<file path="src/rtl/fut_pkg.sv">
// Shared definitions for the FUTURE cipher state/key registers.
// Holds the datapath width, command opcodes, FSM state type, the nibble
// permutation tables used by the encrypt and decrypt sides, and the
// fixed-amount rotation helpers.
package fut_pkg;

  localparam int FUT_W   = 64;
  localparam int FUT_NIB = 16;

  // Command opcodes. Encodings 6 and 7 are reserved and treated as NOP.
  typedef enum logic [2:0] {
    OP_NOP    = 3'd0,
    OP_LOAD   = 3'd1,
    OP_ROR16  = 3'd2,
    OP_ROR5   = 3'd3,
    OP_INV_SR = 3'd4,
    OP_REWIND = 3'd5
  } fut_op_e;

  // Two-state controller: single-cycle ops complete in IDLE, REWIND walks in BUSY.
  typedef enum logic [0:0] {
    ST_IDLE = 1'b0,
    ST_BUSY = 1'b1
  } fut_state_e;

  // Nibble permutation tables: entry k names the source nibble that lands in
  // nibble k (new[k] <- old[PERM[k]]). Nibble 0 is the most significant.
  // The inverse table undoes the forward one exactly.
  localparam logic [0:FUT_NIB-1][3:0] FUT_FWD_SR_PERM = {
    4'd0,  4'd13, 4'd10, 4'd7,
    4'd4,  4'd1,  4'd14, 4'd11,
    4'd8,  4'd5,  4'd2,  4'd15,
    4'd12, 4'd9,  4'd6,  4'd3
  };

  localparam logic [0:FUT_NIB-1][3:0] FUT_INV_SR_PERM = {
    4'd0,  4'd5,  4'd10, 4'd15,
    4'd4,  4'd9,  4'd14, 4'd3,
    4'd8,  4'd13, 4'd2,  4'd7,
    4'd12, 4'd1,  4'd6,  4'd11
  };

  // Rotate right by 16: the low 16 bits (indices 48..63) wrap to the top.
  function automatic logic [0:FUT_W-1] fut_ror16(input logic [0:FUT_W-1] x);
    return {x[48:63], x[0:47]};
  endfunction

  // Rotate right by 5: the low 5 bits (indices 59..63) wrap to the top.
  // This is also one backwards step of the key schedule.
  function automatic logic [0:FUT_W-1] fut_ror5(input logic [0:FUT_W-1] x);
    return {x[59:63], x[0:58]};
  endfunction

endpackage

</file>
<file path="src/rtl/fut_inv_state_reg_if.sv">
// Command/data bundle between the decryption round controller (master)
// and the inverse state register (slave).
interface fut_inv_state_reg_if #(
  parameter int CNT_W = 5
);
  import fut_pkg::*;

  logic               en;
  logic               cmd_valid;
  logic               cmd_ready;
  logic [2:0]         cmd_op;
  logic [CNT_W-1:0]   cmd_cnt;
  logic [0:FUT_W-1]   din;
  logic [0:FUT_W-1]   dout;
  logic               done;

  modport master (
    output en, cmd_valid, cmd_op, cmd_cnt, din,
    input  cmd_ready, dout, done
  );

  modport slave (
    input  en, cmd_valid, cmd_op, cmd_cnt, din,
    output cmd_ready, dout, done
  );

endinterface

</file>
<file path="src/rtl/fut_inv_shift_rows.sv">
// Purely combinational 64-bit nibble permutation. Defaults to inverse
// ShiftRows; passing the forward table gives the encrypt-side permutation,
// so the same block can be dropped into an unrolled round datapath.
module fut_inv_shift_rows
  import fut_pkg::*;
#(
  parameter logic [0:FUT_NIB-1][3:0] PERM = FUT_INV_SR_PERM
) (
  input  logic [0:FUT_W-1] din,
  output logic [0:FUT_W-1] dout
);

  // Each output nibble is a straight wire from its source nibble.
  for (genvar k = 0; k < FUT_NIB; k++) begin : g_nib
    assign dout[4*k +: 4] = din[4*PERM[k] +: 4];
  end

endmodule

</file>
<file path="src/rtl/fut_inv_state_reg.sv">
// Decryption-side 64-bit state/key register for the FUTURE cipher.
// Single-cycle commands (LOAD, ROR16, ROR5, INV_SR, NOP) complete on the
// accept edge; REWIND N walks the key back N schedule steps (one ROR5 per
// enabled cycle) in BUSY. Every completion raises a registered done pulse.
// Dropping en freezes everything, including a pending done.
module fut_inv_state_reg
  import fut_pkg::*;
#(
  parameter int CNT_W = 5
) (
  input  logic                clk,
  input  logic                rst_n,
  fut_inv_state_reg_if.slave  bus
);

  logic [0:FUT_W-1]  dout_r;
  logic [0:FUT_W-1]  dout_nxt_s;
  logic [0:FUT_W-1]  inv_sr_s;
  fut_state_e        state_r;
  fut_state_e        state_nxt_s;
  logic [CNT_W-1:0]  cnt_r;
  logic [CNT_W-1:0]  cnt_nxt_s;
  logic              done_r;
  logic              done_nxt_s;
  logic              cmd_ready_s;
  logic              accept_s;

  fut_inv_shift_rows #(
    .PERM (FUT_INV_SR_PERM)
  ) u_inv_sr (
    .din  (dout_r),
    .dout (inv_sr_s)
  );

  // Handshake: ready only while enabled and idle; no queueing while busy.
  always_comb begin
    cmd_ready_s = bus.en && (state_r == ST_IDLE);
    accept_s    = bus.cmd_valid && cmd_ready_s;
  end

  // Next-state, datapath and completion logic; holds everything when en is low.
  always_comb begin
    dout_nxt_s  = dout_r;
    state_nxt_s = state_r;
    cnt_nxt_s   = cnt_r;
    done_nxt_s  = done_r;

    if (bus.en) begin
      done_nxt_s = 1'b0;
      case (state_r)
        ST_IDLE: begin
          if (accept_s) begin
            done_nxt_s = 1'b1;
            case (bus.cmd_op)
              OP_LOAD:   dout_nxt_s = bus.din;
              OP_ROR16:  dout_nxt_s = fut_ror16(dout_r);
              OP_ROR5:   dout_nxt_s = fut_ror5(dout_r);
              OP_INV_SR: dout_nxt_s = inv_sr_s;
              OP_REWIND: begin
                cnt_nxt_s = bus.cmd_cnt;
                // A zero-length rewind completes immediately, like a NOP.
                if (bus.cmd_cnt != {CNT_W{1'b0}}) begin
                  state_nxt_s = ST_BUSY;
                  done_nxt_s  = 1'b0;
                end else begin
                  state_nxt_s = ST_IDLE;
                end
              end
              default:   dout_nxt_s = dout_r;
            endcase
          end else begin
            state_nxt_s = ST_IDLE;
          end
        end
        ST_BUSY: begin
          dout_nxt_s = fut_ror5(dout_r);
          cnt_nxt_s  = cnt_r - {{(CNT_W-1){1'b0}}, 1'b1};
          if (cnt_r == {{(CNT_W-1){1'b0}}, 1'b1}) begin
            state_nxt_s = ST_IDLE;
            done_nxt_s  = 1'b1;
          end else begin
            state_nxt_s = ST_BUSY;
          end
        end
        default: begin
          state_nxt_s = ST_IDLE;
        end
      endcase
    end else begin
      done_nxt_s = done_r;
    end
  end

  // State register, step counter, data register and done flag.
  always_ff @(posedge clk or negedge rst_n) begin
    if (!rst_n) begin
      dout_r  <= {FUT_W{1'b0}};
      state_r <= ST_IDLE;
      cnt_r   <= {CNT_W{1'b0}};
      done_r  <= 1'b0;
    end else begin
      dout_r  <= dout_nxt_s;
      state_r <= state_nxt_s;
      cnt_r   <= cnt_nxt_s;
      done_r  <= done_nxt_s;
    end
  end

  assign bus.cmd_ready = cmd_ready_s;
  assign bus.dout      = dout_r;
  assign bus.done      = done_r;

endmodule

</file>
<file path="src/flat_wrapper.sv">
// flat-port wrapper written by rule: the top's interface ports become plain ports
module fut_inv_state_reg_flat import fut_pkg::*;
#(
  parameter int CNT_W = 5
)
  (clk, rst_n, bus_en, bus_cmd_valid, bus_cmd_op, bus_cmd_cnt, bus_din, bus_cmd_ready, bus_dout, bus_done);
  fut_inv_state_reg_if #(.CNT_W(CNT_W)) bus_i ();
  input  logic clk;
  input  logic rst_n;
  input wire logic [$bits(bus_i.en)-1:0] bus_en;
  input wire logic [$bits(bus_i.cmd_valid)-1:0] bus_cmd_valid;
  input wire logic [$bits(bus_i.cmd_op)-1:0] bus_cmd_op;
  input wire logic [$bits(bus_i.cmd_cnt)-1:0] bus_cmd_cnt;
  input wire logic [$bits(bus_i.din)-1:0] bus_din;
  output wire logic [$bits(bus_i.cmd_ready)-1:0] bus_cmd_ready;
  output wire logic [$bits(bus_i.dout)-1:0] bus_dout;
  output wire logic [$bits(bus_i.done)-1:0] bus_done;
  assign bus_i.en = bus_en;
  assign bus_i.cmd_valid = bus_cmd_valid;
  assign bus_i.cmd_op = bus_cmd_op;
  assign bus_i.cmd_cnt = bus_cmd_cnt;
  assign bus_i.din = bus_din;
  assign bus_cmd_ready = bus_i.cmd_ready;
  assign bus_dout = bus_i.dout;
  assign bus_done = bus_i.done;
  fut_inv_state_reg #(.CNT_W(CNT_W)) u_core (.clk(clk), .rst_n(rst_n), .bus(bus_i));
endmodule
</file>
<file path="config.mk">
export PLATFORM = sky130hd
export DESIGN_NAME = fut_inv_state_reg_flat
export DESIGN_NICKNAME = d
export VERILOG_FILES = /design/src/rtl/fut_pkg.sv /design/src/rtl/fut_inv_state_reg_if.sv /design/src/rtl/fut_inv_shift_rows.sv /design/src/rtl/fut_inv_state_reg.sv /design/src/flat_wrapper.sv
export SDC_FILE = /design/constraint.sdc
export NUM_CORES = 1
export LEC_CHECK = 0
export CAP_MARGIN = 15
export CORE_MARGIN = 2
export CORE_UTILIZATION = 30
export CTS_BUF_LIST = sky130_fd_sc_hd__clkbuf_4 sky130_fd_sc_hd__clkbuf_8 sky130_fd_sc_hd__clkbuf_16
export DETAILED_ROUTE_END_ITERATION = 16
export PLACE_DENSITY = 0.63
export SLEW_MARGIN = 0
export SYNTH_ARGS = -nofsm -noshare
export SYNTH_HDL_FRONTEND = slang
export SYNTH_SLANG_ARGS = --single-unit
</file>
<file path="constraint.sdc">
create_clock -name clk -period 1.83 [get_ports clk]
set_clock_uncertainty 0.1 [all_clocks]
set_input_delay 0.366 -clock clk [delete_from_list [all_inputs] [get_ports clk]]
set_output_delay 0.366 -clock clk [all_outputs]
set_load 0.02 [all_outputs]
</file>
==> summary.md <==
| Metric | Value |
|---|---|
| Result of the run | completed |
| Count of pins on the block boundary | 142 |
| Power density relative to cell area | 1650 mW/mm2 |
| Pin count of the biggest net entering global routing | 77 |
| Wirelength, routed | 20.5 mm |
| Clock Tree Root | sky130_fd_sc_hd__clkbuf_16 |
| Diode count | 0 |
| Global placement routability congestion | 0.887 |
| Layout Cells excl Fill | 885 |
| Fmax | 553 MHz |
| Number of vias after detailed routing | 5576 |
| Post-Place Cells | 858 |
| Synthesized cell area | 0.00460 mm2 |
| Clock Path Buffers | 2 |
| Synthesized area per cell | 8.83 um2 |
| Number of hold violations in the final report | 0 |
| Final period util | 0.989 |
| Die height | 128 um |
| Number of warning messages in the yosys log | 0 |
| Clock slew at the register clock pins of the worst setup and hold paths | 60 ps |
| Setup slack on the worst flop-to-flop path | 60 ps |
| Setup WS post-layout | 20.7 ps |
| Maximum capacitance violations | 0 |
| Total setup violations reported at the end of the flow | 0 |
| Count of input and output buffers | 141 |
| Number of remaining DRC errors | 0 |
| Ratio of cells with drive above 1 in the final layout | 0.166 |
| Met1 usage in global routing | 0.347 |
| Critical Path AT | 1340 ps |
| Data required time at the worst endpoint | 1360 ps |
| Starting density of the core | 0.305 |
| Global Route Usage Sum | 0.248 |
| CTS sink count | 71 |
| Slew @ Worst Pin | 428 ps |
| Max transition margin | 0.715 |
| Worst min path class | primary input to register |
| Cell count after synthesis | 521 |
| Half-perimeter wire length after placement | 13.9 mm |
| Top delay family on crit path | buffers and inverters |
| Busiest layer in global routing | met2 |
| CTS tree | yes |
| Detailed-router iteration count before antenna repair | 7 |
| Worst-Skew Late Latency | 340 ps |
| Overall power | 11800 uW |
| Die X | 128 um |
| Category of the worst setup path capture point | output pin |
| Syn Nets | 599 |
| Nets@finish | 771 |
| Sequence of cells on the critical path | clkdlybuf4s50_1 |
| Wire length of the first global-routing pass | 31.2 mm |
| Number of antenna violations at the first check in global routing | 0 |
| Number of buffer and inverter stages on the critical path | 1 |
| Kind of critical path | register to output pin |
| Drt initial violations | 850 |
| Post-route core utilization | 0.475 |
| Number of synthesized register bits | 71 |
| CP max stage cell | sky130_fd_sc_hd__clkdlybuf4s50_1 |
| Post-synthesis to final-layout area growth | 55.7% |
| Count of distinct cell types in the synthesized netlist | 41 |
| Met3 Track Usage GR | 0.0522 |
| Total global routing overflow | 0 |
| Row count | 45 |
| Setup Total Neg Slack | 0 ps |
| H-tree depth | 3 |
| GR Util met2 | 0.378 |
| Die footprint | 0.0163 mm2 |
| Standby leakage power | 0.00303 uW |
| VDD IR max | 0.782 mV |
| Inserted Clock Buffers | 9 |
| Sequential area share after synthesis | 0.386 |
| Final routed wire length divided by cell count | 23.2 um |
| Minimum clock period | 1810 ps |
| Std-Cell Core Area | 0.0151 mm2 |
| Crit path launch type | register |
| Largest incremental delay on the critical path | 620 ps |
| Antenna viol nets, final | 0 |
| Via count of the first global-routing pass | 5459 |
| Worst-case setup slack after placement | -691 ps |
| Final-report max-slew violation count | 0 |
| CP Max Fanout | 2 |
| Via-per-instance ratio | 6.30 |
==> cell type report <==
cell class                      count  area, um2
Clock inverter                      4       23.8
Inverter                           21       81.3
Sequential cell                    71       1780
Timing Repair Buffer              223       2250
Clock buffer                       11        240
Tap cell                          188        235
Fill cell                        1470       7930
Multi-Input combinational cell    367       2560
==> sequential cells by signal (all words and copies together) (netlist names) <==
signal,cells
u_core.bus.dout,64
u_core.state_r,1
u_core.cnt_r,5
u_core.bus.done,1
==> synthesized netlist by cell type <==
| cell | number | share of area |
|---|---|---|
| sky130_fd_sc_hd__nand4bb_1 | 1 | 0.0024 |
| sky130_fd_sc_hd__a22oi_1 | 36 | 0.059 |
| sky130_fd_sc_hd__a21o_1 | 1 | 0.0016 |
| sky130_fd_sc_hd__o21a_1 | 10 | 0.016 |
| sky130_fd_sc_hd__clkbuf_1 | 46 | 0.038 |
| sky130_fd_sc_hd__nor2b_1 | 4 | 0.0054 |
| sky130_fd_sc_hd__and4b_1 | 1 | 0.0022 |
| sky130_fd_sc_hd__or3b_1 | 1 | 0.0019 |
| sky130_fd_sc_hd__nand3_1 | 23 | 0.025 |
| sky130_fd_sc_hd__inv_1 | 21 | 0.017 |
| sky130_fd_sc_hd__nor2_1 | 8 | 0.0065 |
| sky130_fd_sc_hd__o21ai_0 | 5 | 0.0054 |
| sky130_fd_sc_hd__a32o_1 | 20 | 0.044 |
| sky130_fd_sc_hd__and3b_1 | 1 | 0.0019 |
| sky130_fd_sc_hd__a21oi_1 | 82 | 0.089 |
| sky130_fd_sc_hd__a31oi_1 | 14 | 0.019 |
| sky130_fd_sc_hd__and2_1 | 2 | 0.0027 |
| sky130_fd_sc_hd__and3_4 | 1 | 0.0024 |
| sky130_fd_sc_hd__buf_2 | 10 | 0.011 |
| sky130_fd_sc_hd__nand4_1 | 18 | 0.024 |
| sky130_fd_sc_hd__a211oi_2 | 1 | 0.0027 |
| sky130_fd_sc_hd__buf_6 | 2 | 0.0049 |
| sky130_fd_sc_hd__dfrtp_1 | 71 | 0.39 |
| sky130_fd_sc_hd__a41o_1 | 1 | 0.0022 |
| sky130_fd_sc_hd__o2bb2ai_1 | 1 | 0.0019 |
| sky130_fd_sc_hd__buf_1 | 5 | 0.0041 |
| sky130_fd_sc_hd__nand2_1 | 17 | 0.014 |
| sky130_fd_sc_hd__a22o_1 | 16 | 0.030 |
| sky130_fd_sc_hd__a31o_2 | 1 | 0.0019 |
| sky130_fd_sc_hd__nor3_1 | 2 | 0.0022 |
| sky130_fd_sc_hd__a222oi_1 | 16 | 0.035 |
| sky130_fd_sc_hd__o211ai_1 | 21 | 0.034 |
| sky130_fd_sc_hd__nand2b_1 | 15 | 0.020 |
| sky130_fd_sc_hd__o221ai_1 | 29 | 0.055 |
| sky130_fd_sc_hd__ha_1 | 2 | 0.0054 |
| sky130_fd_sc_hd__or3_1 | 1 | 0.0014 |
| sky130_fd_sc_hd__o22a_1 | 1 | 0.0019 |
| sky130_fd_sc_hd__o21ba_2 | 1 | 0.0022 |
| sky130_fd_sc_hd__o22ai_1 | 1 | 0.0014 |
| sky130_fd_sc_hd__o21ai_1 | 2 | 0.0022 |
| sky130_fd_sc_hd__a21boi_0 | 10 | 0.016 |
==> power breakdown <==
| part | switching [uW] | internal (uW) | total (uW) |
|---|---|---|---|
| combinational | 3690 | 3080 | 6770 |
| sequential | 1080 | 2350 | 3420 |
| clock | 683 | 935 | 1620 |
==> through the flow <==
step	cell area [um2]	hold slack [ps]
6_report	7160	306
5_1_grt	7160	317
4_1_cts	7100	421
3_5_place_dp	6650	335
3_3_place_gp	6650	330
2_1_floorplan	4600	-29.6
==> kinds of logic (layout without fill, tap and decap cells) <==
family / Yosys count / in the layout / synth area share
buffers and inverters: 84 / 259 / 0.0745
DFF: 71 / 71 / 0.386
adders and majority gates: 2 / 2 / 0.00544
and+or+nand+nor: 95 / 96 / 0.113
AOI/OAI and AO/OA: 269 / 269 / 0.421
==> layer usage <==
| layer | part of all wire | vias up |
|---|---|---|
| met4 | 0.031 | 0 |
| met2 | 0.46 | 364 |
| li1 | - | 2424 |
| met5 | 0 | - |
| met1 | 0.42 | 2738 |
| met3 | 0.093 | 50 |
==> path summary, 6_finish.rpt <==
| path | startpoint | endpoint | cells after the start |
|---|---|---|---|
| worst max register to register | u_core.state_r | u_core.bus.dout[28] | 5 |
| min in group asynchronous | rst_n | u_core.bus.dout[1] | 3 |
| max in group asynchronous | rst_n | u_core.bus.dout[58] | 3 |
| worst min-delay path | bus_cmd_valid | u_core.bus.done | 2 |
| worst max-delay path | u_core.bus.dout[41] | bus_dout[22] | 1 |
| worst min register to register | u_core.cnt_r[3] | u_core.cnt_r[3] | 1 |
==> cell usage in the layout, fill, tap and decap left out, types with 14 or more instances in the layout <==
cell type,count
sky130_fd_sc_hd__a21oi_1,82
sky130_fd_sc_hd__a222oi_1,16
sky130_fd_sc_hd__a22o_1,16
sky130_fd_sc_hd__a22oi_1,35
sky130_fd_sc_hd__a32o_1,20
sky130_fd_sc_hd__buf_4,54
sky130_fd_sc_hd__clkdlybuf4s50_1,76
sky130_fd_sc_hd__dfrtp_1,70
sky130_fd_sc_hd__dlygate4sd2_1,50
sky130_fd_sc_hd__inv_1,20
sky130_fd_sc_hd__nand2_1,17
sky130_fd_sc_hd__nand2b_1,14
sky130_fd_sc_hd__nand3_1,23
sky130_fd_sc_hd__nand4_1,18
sky130_fd_sc_hd__o211ai_1,21
sky130_fd_sc_hd__o221ai_1,29
==> repair_timing <==
action | in CTS | in global routing
pin swaps | 6 | 3
resized for setup | 72 | 23
hold endpoints to repair | 71 | 0
cloned | 4 | 1
buffers inserted | 6 | 0
hold buffers | 1 | 0
endpoints found under the setup margin | 113 | 59
Note: power is estimated with default switching activity, not from simulation.
